[config.mk]
export PLATFORM = sky130hd
export DESIGN_NAME = icw_ocw_sequencer_8259
export DESIGN_NICKNAME = d
export VERILOG_FILES = /design/src/rtl/icw_ocw_sequencer_8259.sv
export SDC_FILE = /design/constraint.sdc
export NUM_CORES = 1
export LEC_CHECK = 0
export ABC_AREA = 1
export BUFFER_PORTS_ARGS = -buffer_cell sky130_fd_sc_hd__buf_2
export CAP_MARGIN = 20
export CORE_UTILIZATION = 54
export DETAILED_ROUTE_END_ITERATION = 6
export MAX_ROUTING_LAYER = met4
export PLACE_DENSITY = 0.86
export SLEW_MARGIN = 5
export SYNTH_ARGS = -nofsm -noshare
export SYNTH_HDL_FRONTEND = slang
export SYNTH_SLANG_ARGS = --single-unit
[constraint.sdc]
create_clock -name clock -period 3.55 [get_ports clock]
set_input_delay 0.5325 -clock clock [delete_from_list [all_inputs] [get_ports clock]]
set_output_delay 0.5325 -clock clock [all_outputs]
set_load 0.03 [all_outputs]
[src/rtl/icw_ocw_sequencer_8259.sv]
// 8259A control-word sequencer: ICW1..ICW4 initialization, OCW1 mask, OCW2/OCW3 decode.
// Optional MCS80_VECTOR_MODE_EN adds the 8080 call-address fields (ADI, vector high/low).
module icw_ocw_sequencer_8259 #(
    parameter logic [7:0] INIT_MASK = 8'h00
) (
    input  logic       clock,
    input  logic       reset_n,
    input  logic [7:0] internal_data_bus,
    input  logic       write_initial_command_word_1,
    input  logic       write_initial_command_word_2_4,
    input  logic       write_operation_control_word_1,
    input  logic       write_operation_control_word_2,
    input  logic       write_operation_control_word_3,
    output logic       init_done,
    output logic       level_or_edge_triggered_config,
    output logic       single_or_cascade_config,
    output logic [4:0] vector_base,
    output logic [7:0] cascade_device_config,
    output logic       auto_eoi_config,
    output logic       buffered_mode_config,
    output logic       buffered_master_config,
    output logic       special_fully_nested_config,
    output logic       u8086_or_mcs80_config,
    output logic [7:0] interrupt_mask,
    output logic       special_mask_mode,
    output logic       read_register_isr_or_irr,
    output logic       poll_command,
    output logic       ocw2_strobe,
    output logic [2:0] ocw2_command,
    output logic [2:0] ocw2_level,
`ifdef MCS80_VECTOR_MODE_EN
    output logic       call_address_interval,
    output logic [2:0] mcs80_vector_high,
    output logic [2:0] mcs80_vector_low,
`endif
    output logic       clear_edge_sense
);

    // state   | meaning
    // UNINIT  | no ICW1 seen since reset; A0=1 writes ignored
    // ICW2    | next A0=1 write is ICW2 (vector base)
    // ICW3    | next A0=1 write is ICW3 (cascade config)
    // ICW4    | next A0=1 write is ICW4 (mode fields)
    // READY   | A0=1 writes are OCW1; OCW2/OCW3 accepted
    typedef enum logic [2:0] {
        S_UNINIT = 3'd0,
        S_ICW2   = 3'd1,
        S_ICW3   = 3'd2,
        S_ICW4   = 3'd3,
        S_READY  = 3'd4
    } state_t;

    state_t     r_state;
    state_t     w_next_state;

    logic       w_icw1;
    logic       w_a0_write;
    logic       w_ocw2_accept;
    logic       w_ocw3_accept;
    logic [7:0] w_d;

    logic       r_ltim;
    logic       r_sngl;
    logic       r_ic4;
    logic [4:0] r_vector_base;
    logic [7:0] r_cascade;
    logic       r_aeoi;
    logic       r_buf;
    logic       r_buf_master;
    logic       r_sfnm;
    logic       r_upm;
    logic [7:0] r_imr;
    logic       r_smm;
    logic       r_rr_isr;
    logic       r_poll;
    logic       r_ocw2_strobe;
    logic [2:0] r_ocw2_command;
    logic [2:0] r_ocw2_level;
    logic       r_clear_edge;
`ifdef MCS80_VECTOR_MODE_EN
    logic       r_adi;
    logic [2:0] r_vec_high;
    logic [2:0] r_vec_low;
`endif

    assign w_d = internal_data_bus;

    always_ff @(posedge clock or negedge reset_n) begin
        if (!reset_n) r_state <= S_UNINIT;
        else          r_state <= w_next_state;
    end

    always_comb begin
        w_next_state = r_state;
        if (w_icw1) begin
            w_next_state = S_ICW2;
        end else if (w_a0_write) begin
            case (r_state)
                S_ICW2:  w_next_state = !r_sngl ? S_ICW3 : (r_ic4 ? S_ICW4 : S_READY);
                S_ICW3:  w_next_state = r_ic4 ? S_ICW4 : S_READY;
                S_ICW4:  w_next_state = S_READY;
                default: w_next_state = r_state;
            endcase
        end
    end

    // ICW1 wins over every other strobe arriving in the same cycle.
    always_comb begin
        w_icw1        = write_initial_command_word_1;
        w_a0_write    = (write_initial_command_word_2_4 | write_operation_control_word_1) & ~w_icw1;
        init_done     = (r_state == S_READY);
        w_ocw2_accept = write_operation_control_word_2 & ~w_icw1 & init_done;
        w_ocw3_accept = write_operation_control_word_3 & ~w_icw1 & init_done;
    end

    always_ff @(posedge clock or negedge reset_n) begin
        if (!reset_n) begin
            r_ltim         <= 1'b0;
            r_sngl         <= 1'b0;
            r_ic4          <= 1'b0;
            r_vector_base  <= 5'd0;
            r_cascade      <= 8'd0;
            r_aeoi         <= 1'b0;
            r_buf          <= 1'b0;
            r_buf_master   <= 1'b0;
            r_sfnm         <= 1'b0;
            r_upm          <= 1'b0;
            r_imr          <= INIT_MASK;
            r_smm          <= 1'b0;
            r_rr_isr       <= 1'b0;
            r_poll         <= 1'b0;
            r_ocw2_strobe  <= 1'b0;
            r_ocw2_command <= 3'd0;
            r_ocw2_level   <= 3'd0;
            r_clear_edge   <= 1'b0;
`ifdef MCS80_VECTOR_MODE_EN
            r_adi          <= 1'b0;
            r_vec_high     <= 3'd0;
            r_vec_low      <= 3'd0;
`endif
        end else begin
            r_clear_edge  <= w_icw1;
            r_ocw2_strobe <= w_ocw2_accept;
            r_poll        <= w_ocw3_accept & w_d[2];
            if (w_icw1) begin
                r_ltim       <= w_d[3];
                r_sngl       <= w_d[1];
                r_ic4        <= w_d[0];
                r_imr        <= INIT_MASK;
                r_smm        <= 1'b0;
                r_rr_isr     <= 1'b0;
                r_aeoi       <= 1'b0;
                r_buf        <= 1'b0;
                r_buf_master <= 1'b0;
                r_sfnm       <= 1'b0;
                r_upm        <= 1'b0;
`ifdef MCS80_VECTOR_MODE_EN
                r_adi        <= w_d[2];
                r_vec_high   <= w_d[7:5];
`endif
            end else if (w_a0_write) begin
                case (r_state)
                    S_ICW2: begin
                        r_vector_base <= w_d[7:3];
`ifdef MCS80_VECTOR_MODE_EN
                        r_vec_low     <= w_d[2:0];
`endif
                    end
                    S_ICW3: r_cascade <= w_d;
                    S_ICW4: begin
                        r_sfnm       <= w_d[4];
                        r_buf        <= w_d[3];
                        r_buf_master <= w_d[2];
                        r_aeoi       <= w_d[1];
`ifdef MCS80_VECTOR_MODE_EN
                        r_upm        <= w_d[0];
`else
                        // Without 8080 vectoring only 8086 mode is meaningful.
                        r_upm        <= 1'b1;
`endif
                    end
                    S_READY: r_imr <= w_d;
                    default: ;
                endcase
            end
            if (w_ocw2_accept) begin
                r_ocw2_command <= w_d[7:5];
                r_ocw2_level   <= w_d[2:0];
            end
            if (w_ocw3_accept) begin
                if (w_d[6]) r_smm    <= w_d[5];
                if (w_d[1]) r_rr_isr <= w_d[0];
            end
        end
    end

    assign level_or_edge_triggered_config = r_ltim;
    assign single_or_cascade_config       = r_sngl;
    assign vector_base                    = r_vector_base;
    assign cascade_device_config          = r_cascade;
    assign auto_eoi_config                = r_aeoi;
    assign buffered_mode_config           = r_buf;
    assign buffered_master_config         = r_buf_master;
    assign special_fully_nested_config    = r_sfnm;
    assign u8086_or_mcs80_config          = r_upm;
    assign interrupt_mask                 = r_imr;
    assign special_mask_mode              = r_smm;
    assign read_register_isr_or_irr       = r_rr_isr;
    assign poll_command                   = r_poll;
    assign ocw2_strobe                    = r_ocw2_strobe;
    assign ocw2_command                   = r_ocw2_command;
    assign ocw2_level                     = r_ocw2_level;
    assign clear_edge_sense               = r_clear_edge;
`ifdef MCS80_VECTOR_MODE_EN
    assign call_address_interval          = r_adi;
    assign mcs80_vector_high              = r_vec_high;
    assign mcs80_vector_low               = r_vec_low;
`endif

endmodule

**After elaboration in Yosys (flattened, before gate mapping)**

Cells that the tools add are included.

- Div/mod/pow operators: 0
- Eq/ne operators: 4
- $add $sub $neg: 0
- Magnitude comparators: 0
- $mul: 0
- Reductions and logical operators: 9
- Bitwise logic cells: 8
- Muxes and demuxes: 29
- Shifts and indexed selects: 0

Operators by type and width:

| operator | count |
|---|---|
| $mux W8 | 3 |
| $mux W1 | 21 |
| $mux W3 | 4 |
| $pmux W3 S3 | 1 |
| $and A1 B1 Y1 | 6 |
| $eq A3 B2 Y1 const B | 2 |
| $reduce_and A2 Y1 | 3 |
| $reduce_and A3 Y1 | 2 |
| $reduce_bool A2 Y1 | 3 |
| $reduce_bool A4 Y1 | 1 |
| $eq A3 B1 Y1 const B | 1 |
| $eq A3 B3 Y1 const B | 1 |
| $not A1 Y1 | 1 |
| $or A1 B1 Y1 | 1 |

- Memories kept: 0
- Register bits after elaboration: 43
- ROM bits: 0
- Input bits: 15
- Output and inout port bits: 40
- Bits in latches: 0
- Logic and storage cells: 69
- RAM bits: 0

**Logic depth before layout (Yosys ltp)**

- Depth in word-level cells: 5
- Gate-level depth with buffers: 7
- Depth with buffers taken out: 7

**Worst setup path after synthesis**

No wires, ideal clock.

- Path kind: register to output
- Start: register r_state[1]
- End: output port init_done
- Path slack: 2.271 ns
- Path buffers: 0
- Required time: 3.017 ns
- Data arrival time: 0.747 ns
- Cell stages (with the launch flop): 4
- Cell sequence: dfrtp_1 > nor2_2 > nand2_2 > inv_4

- Longest elaborated chain between the ends: 1

Ends and longest elaborated chain:

| element | RTL line | text |
|---|---|---|
| start, declared | 53 | `state_t r_state;` |
| start signal, assigned | 90 | `else r_state <= w_next_state;` |
| $eq A3 B3 Y1 | 111 | `init_done = (r_state == S_READY);` |
| end, declared | 14 | `output logic init_done,` |

Every way passes these cells.

**Final worst setup path**

- Start: register r_state[0]
- End: output port init_done

Same word-level chain as after synthesis.

==> summary.txt <==
Status
  • Outcome: finished clean

Final layout
  • Final #Nets: 272
  • Layout cells sized above 1: 31.8%
  • Fin area: 2190 µm²
  • Syn-to-layout area delta: 19.6%
  • ANT cells: 0
  • FILL cells: 264

Timing
  • Clk_skew: 7.29 ps
  • Tmin final: 1870 ps
  • Maximum clock rate: 535 MHz
  • RSZ-0062 raised after global routing: false
  • Fin Setup TNS: 0 ps
  • Slew HR: 40.1%
  • Slew @ Worst Pin: 898 ps
  • # setup viols final: 0
  • Final Hold Fails: 0
  • Final Max Tran Viols: 0
  • Fin crit share: 52.7%
  • Final setup margin: 1680 ps

Route
  • WL/cell: 12.6 µm
  • Post-Route WL: 3.80 mm
  • Drt via density: 4.90
  • DRT iter0 DRCs: 63
  • Drt pass-1 iters: 4
  • Vias: 1481
  • ANT nets after route: 0
  • DRC errors left: 0

Clock network
  • Post-CTS sizing: 0
  • H-tree levels: 2
  • Maximum clock path buffer count: 2
  • Total CTS buffers: 5
  • Clk sinks: 43
  • Cts hold-fix bufs: 0
  • Post-CTS Setup Bufs: 0
  • Clock Tree Root: clkbuf_4
  • Clk slew on worst S/H paths: 120 ps
  • TritonCTS clock tree: done
  • Worst-skew pair later-pin latency: 350 ps

Synthesis
  • Area leader, netlist: dfrtp_1
  • Avg Inst Size Synth: 9.15 µm²
  • Cell Area, Synth: 1830 µm²
  • Post-Synthesis Net Count: 215
  • Mapped Cells: 200
  • Async SR Flop Fraction: 100%
  • Adder-cell share of the synthesized area: 0%
  • Mux share of post-synthesis cell area: 0%
  • Ranking of synthesized cells by area: dfrtp_1 (59%), nand2_1 (15%), o21ai_0 (3.3%), inv_1 (3.3%), nand3_1 (3.0%)
  • Ys Warns: 0
  • Area share of the largest cell type after synthesis: 58.8%
  • Register area share after synthesis: 58.8%
  • Largest family of logic cells by synthesized area: simple AND/OR/NAND/NOR gates
  • Post-Synth XOR/XNOR Area: 0%
  • Compound-Gate Fraction of Synth Area: 8.61%
  • Yosys cell types: 20
  • Most numerous cell in the Yosys netlist: nand2_1
  • Flops & latches, synth: 43
  • Main synth FF type: dfrtp_1
  • Synth cell count leaders: nand2_1 (75), dfrtp_1 (43), inv_1 (16)
  • Simple-gate share of the synthesized area: 26.5%
  • Post-synth EDFFs: 0

Critical path
  • Slowest CP cell: dfrtp_1
  • Cell count of the worst reg-to-reg path: 6
  • Max stage delay on crit path: 480 ps
  • Crit path capture: init_done
  • Startpoint Class: register
  • CP endpoint kind: output pin
  • Kind of critical path: reg -> out
  • Critical path required time: 3020 ps
  • Worst r2r dst: ocw2_level[1]
  • Crit path max-delay family: flip-flops
  • Worst Path Arrival: 1340 ps
  • WP buf/inv: 2
  • FF-to-FF setup slack: 2290 ps
  • Reg2Reg Launch Point: r_state[0]
  • Maximum fanout along the worst path: 6
  • CP Launch Point: r_state[0]
  • CP Depth: 4
  • CP Cell Sequence: nor2_2 -> nand2_2 -> inv_4 -> buf_2

Power and ir drop
  • Pwr Total: 1.66 mW
  • Leak pwr: 1.26 nW
  • Peak VDD IR: 0.000443 V
  • Pwr dens: 757 nW/µm²

Die
  • Die area: 3630 µm²
  • Die Wd: 60.2 µm
  • Core Box Area: 3130 µm²
  • Initial core utilization: 58.5%
  • IO Pins: 55
  • FP Rows: 20
  • Die Y: 60.2 µm

Placement
  • Port Buffers: 54
  • GPL Wtd Cong: 0.873
  • Place WS: 1990 ps
  • Placed Area: 2120 µm²
  • DP HPWL: 2.74 mm

Min path
  • Hold WC Path Type: in -> async

GRT
  • Largest net degree at the start of global routing: 44
  • Initial antenna violation count: 0
  • Vias in the first global route: 1319
  • First-pass GRT wire length: 5.93 mm
  • Total grt overflow: 0
  • Tot GR Track Use: 23.9%

Job
  • Max-cap viol count: 0
## cells in the final DEF, fill, tap and decap left out
| cell | n |
|---|---|
| nand2_1 | 75 |
| inv_2 | 3 |
| nand2_2 | 2 |
| nor2_1 | 9 |
| nand2_4 | 2 |
| o21ai_2 | 6 |
| o21ai_1 | 8 |
| buf_2 | 54 |
| clkbuf_1 | 1 |
| inv_1 | 16 |
| a21oi_1 | 1 |
| nand3_1 | 11 |
| o21ai_0 | 12 |
| nand3_2 | 1 |
| clkbuf_4 | 5 |
| dfrtp_1 | 43 |
| clkbuf_8 | 2 |
| nor2_4 | 4 |
| nor2_2 | 1 |
| nand3_4 | 1 |
| inv_4 | 1 |
## layer usage
layer,global-route usage (%),vias to the layer above,routed length (µm)
li1,-,745,-
met1,32.5,686,1760
met2,34.7,46,1810
met3,6.28,4,199
met4,8.64,0,35
met5,-,-,0
## kinds of logic after synthesis
logic type | Yosys count
AND/OR/NAND/NOR | 106
AO/OA/AOI/OAI | 27
flip-flops | 43
buffers and inverters | 24
## power by group
| group | switching [mW] | internal [mW] |
|---|---|---|
| clock network | 0.154 | 0.117 |
| registers | 0.0905 | 0.623 |
| logic | 0.482 | 0.191 |
## worst reg2reg max path, cell delays in order, from the launching register on
cell and delay [ps]:
dfrtp_1 480, nor2_2 120, nand2_2 90, inv_4 100, nand3_4 160, nand2_1 140, o21ai_2 60
## per-stage QoR
stage | hold WS [ps] | cells | utilization, %
6_report | 293 | 302 | 70.0
4_1_cts | 323 | 302 | 70.0
3_3_place_gp | 450 | 294 | 67.8
2_1_floorplan | 237 | 200 | -
3_5_place_dp | 454 | 294 | 67.8
5_1_grt | 361 | 302 | 70.0
## worst min-delay path by stage
| stage | from | end | slack, ps | cells past startpoint |
|---|---|---|---|---|
| 3_5_place_dp | interrupt_mask[0] | interrupt_mask[0] | 450 | 2 |
| 5_1_grt | reset_n | interrupt_mask[0] | 360 | 1 |
| 6_report | reset_n | cascade_device_config[1] | 290 | 1 |
| 4_1_cts | reset_n | interrupt_mask[0] | 320 | 1 |
| 3_3_place_gp | interrupt_mask[0] | interrupt_mask[0] | 450 | 2 |
| 2_1_floorplan | reset_n | auto_eoi_config | 240 | 0 |
## final cells by class
class,count,area [µm²],area share (%)
Multi-Input combinational cell,133,642,29.3
Tap cell,44,55.1,2.51
Clock buffer,8,68.8,3.14
Sequential cell,43,1080,49.1
Inverter,20,77.6,3.54
Timing Repair Buffer,54,270,12.3
## state kept, by name (all words and copies together) (netlist names), 3 cells and up
signal and flops:
r_state 3, cascade_device_config 8, ocw2_command 3, ocw2_level 3, interrupt_mask 8, vector_base 5
No activity file was read; power rests on OpenSTA's default activity.
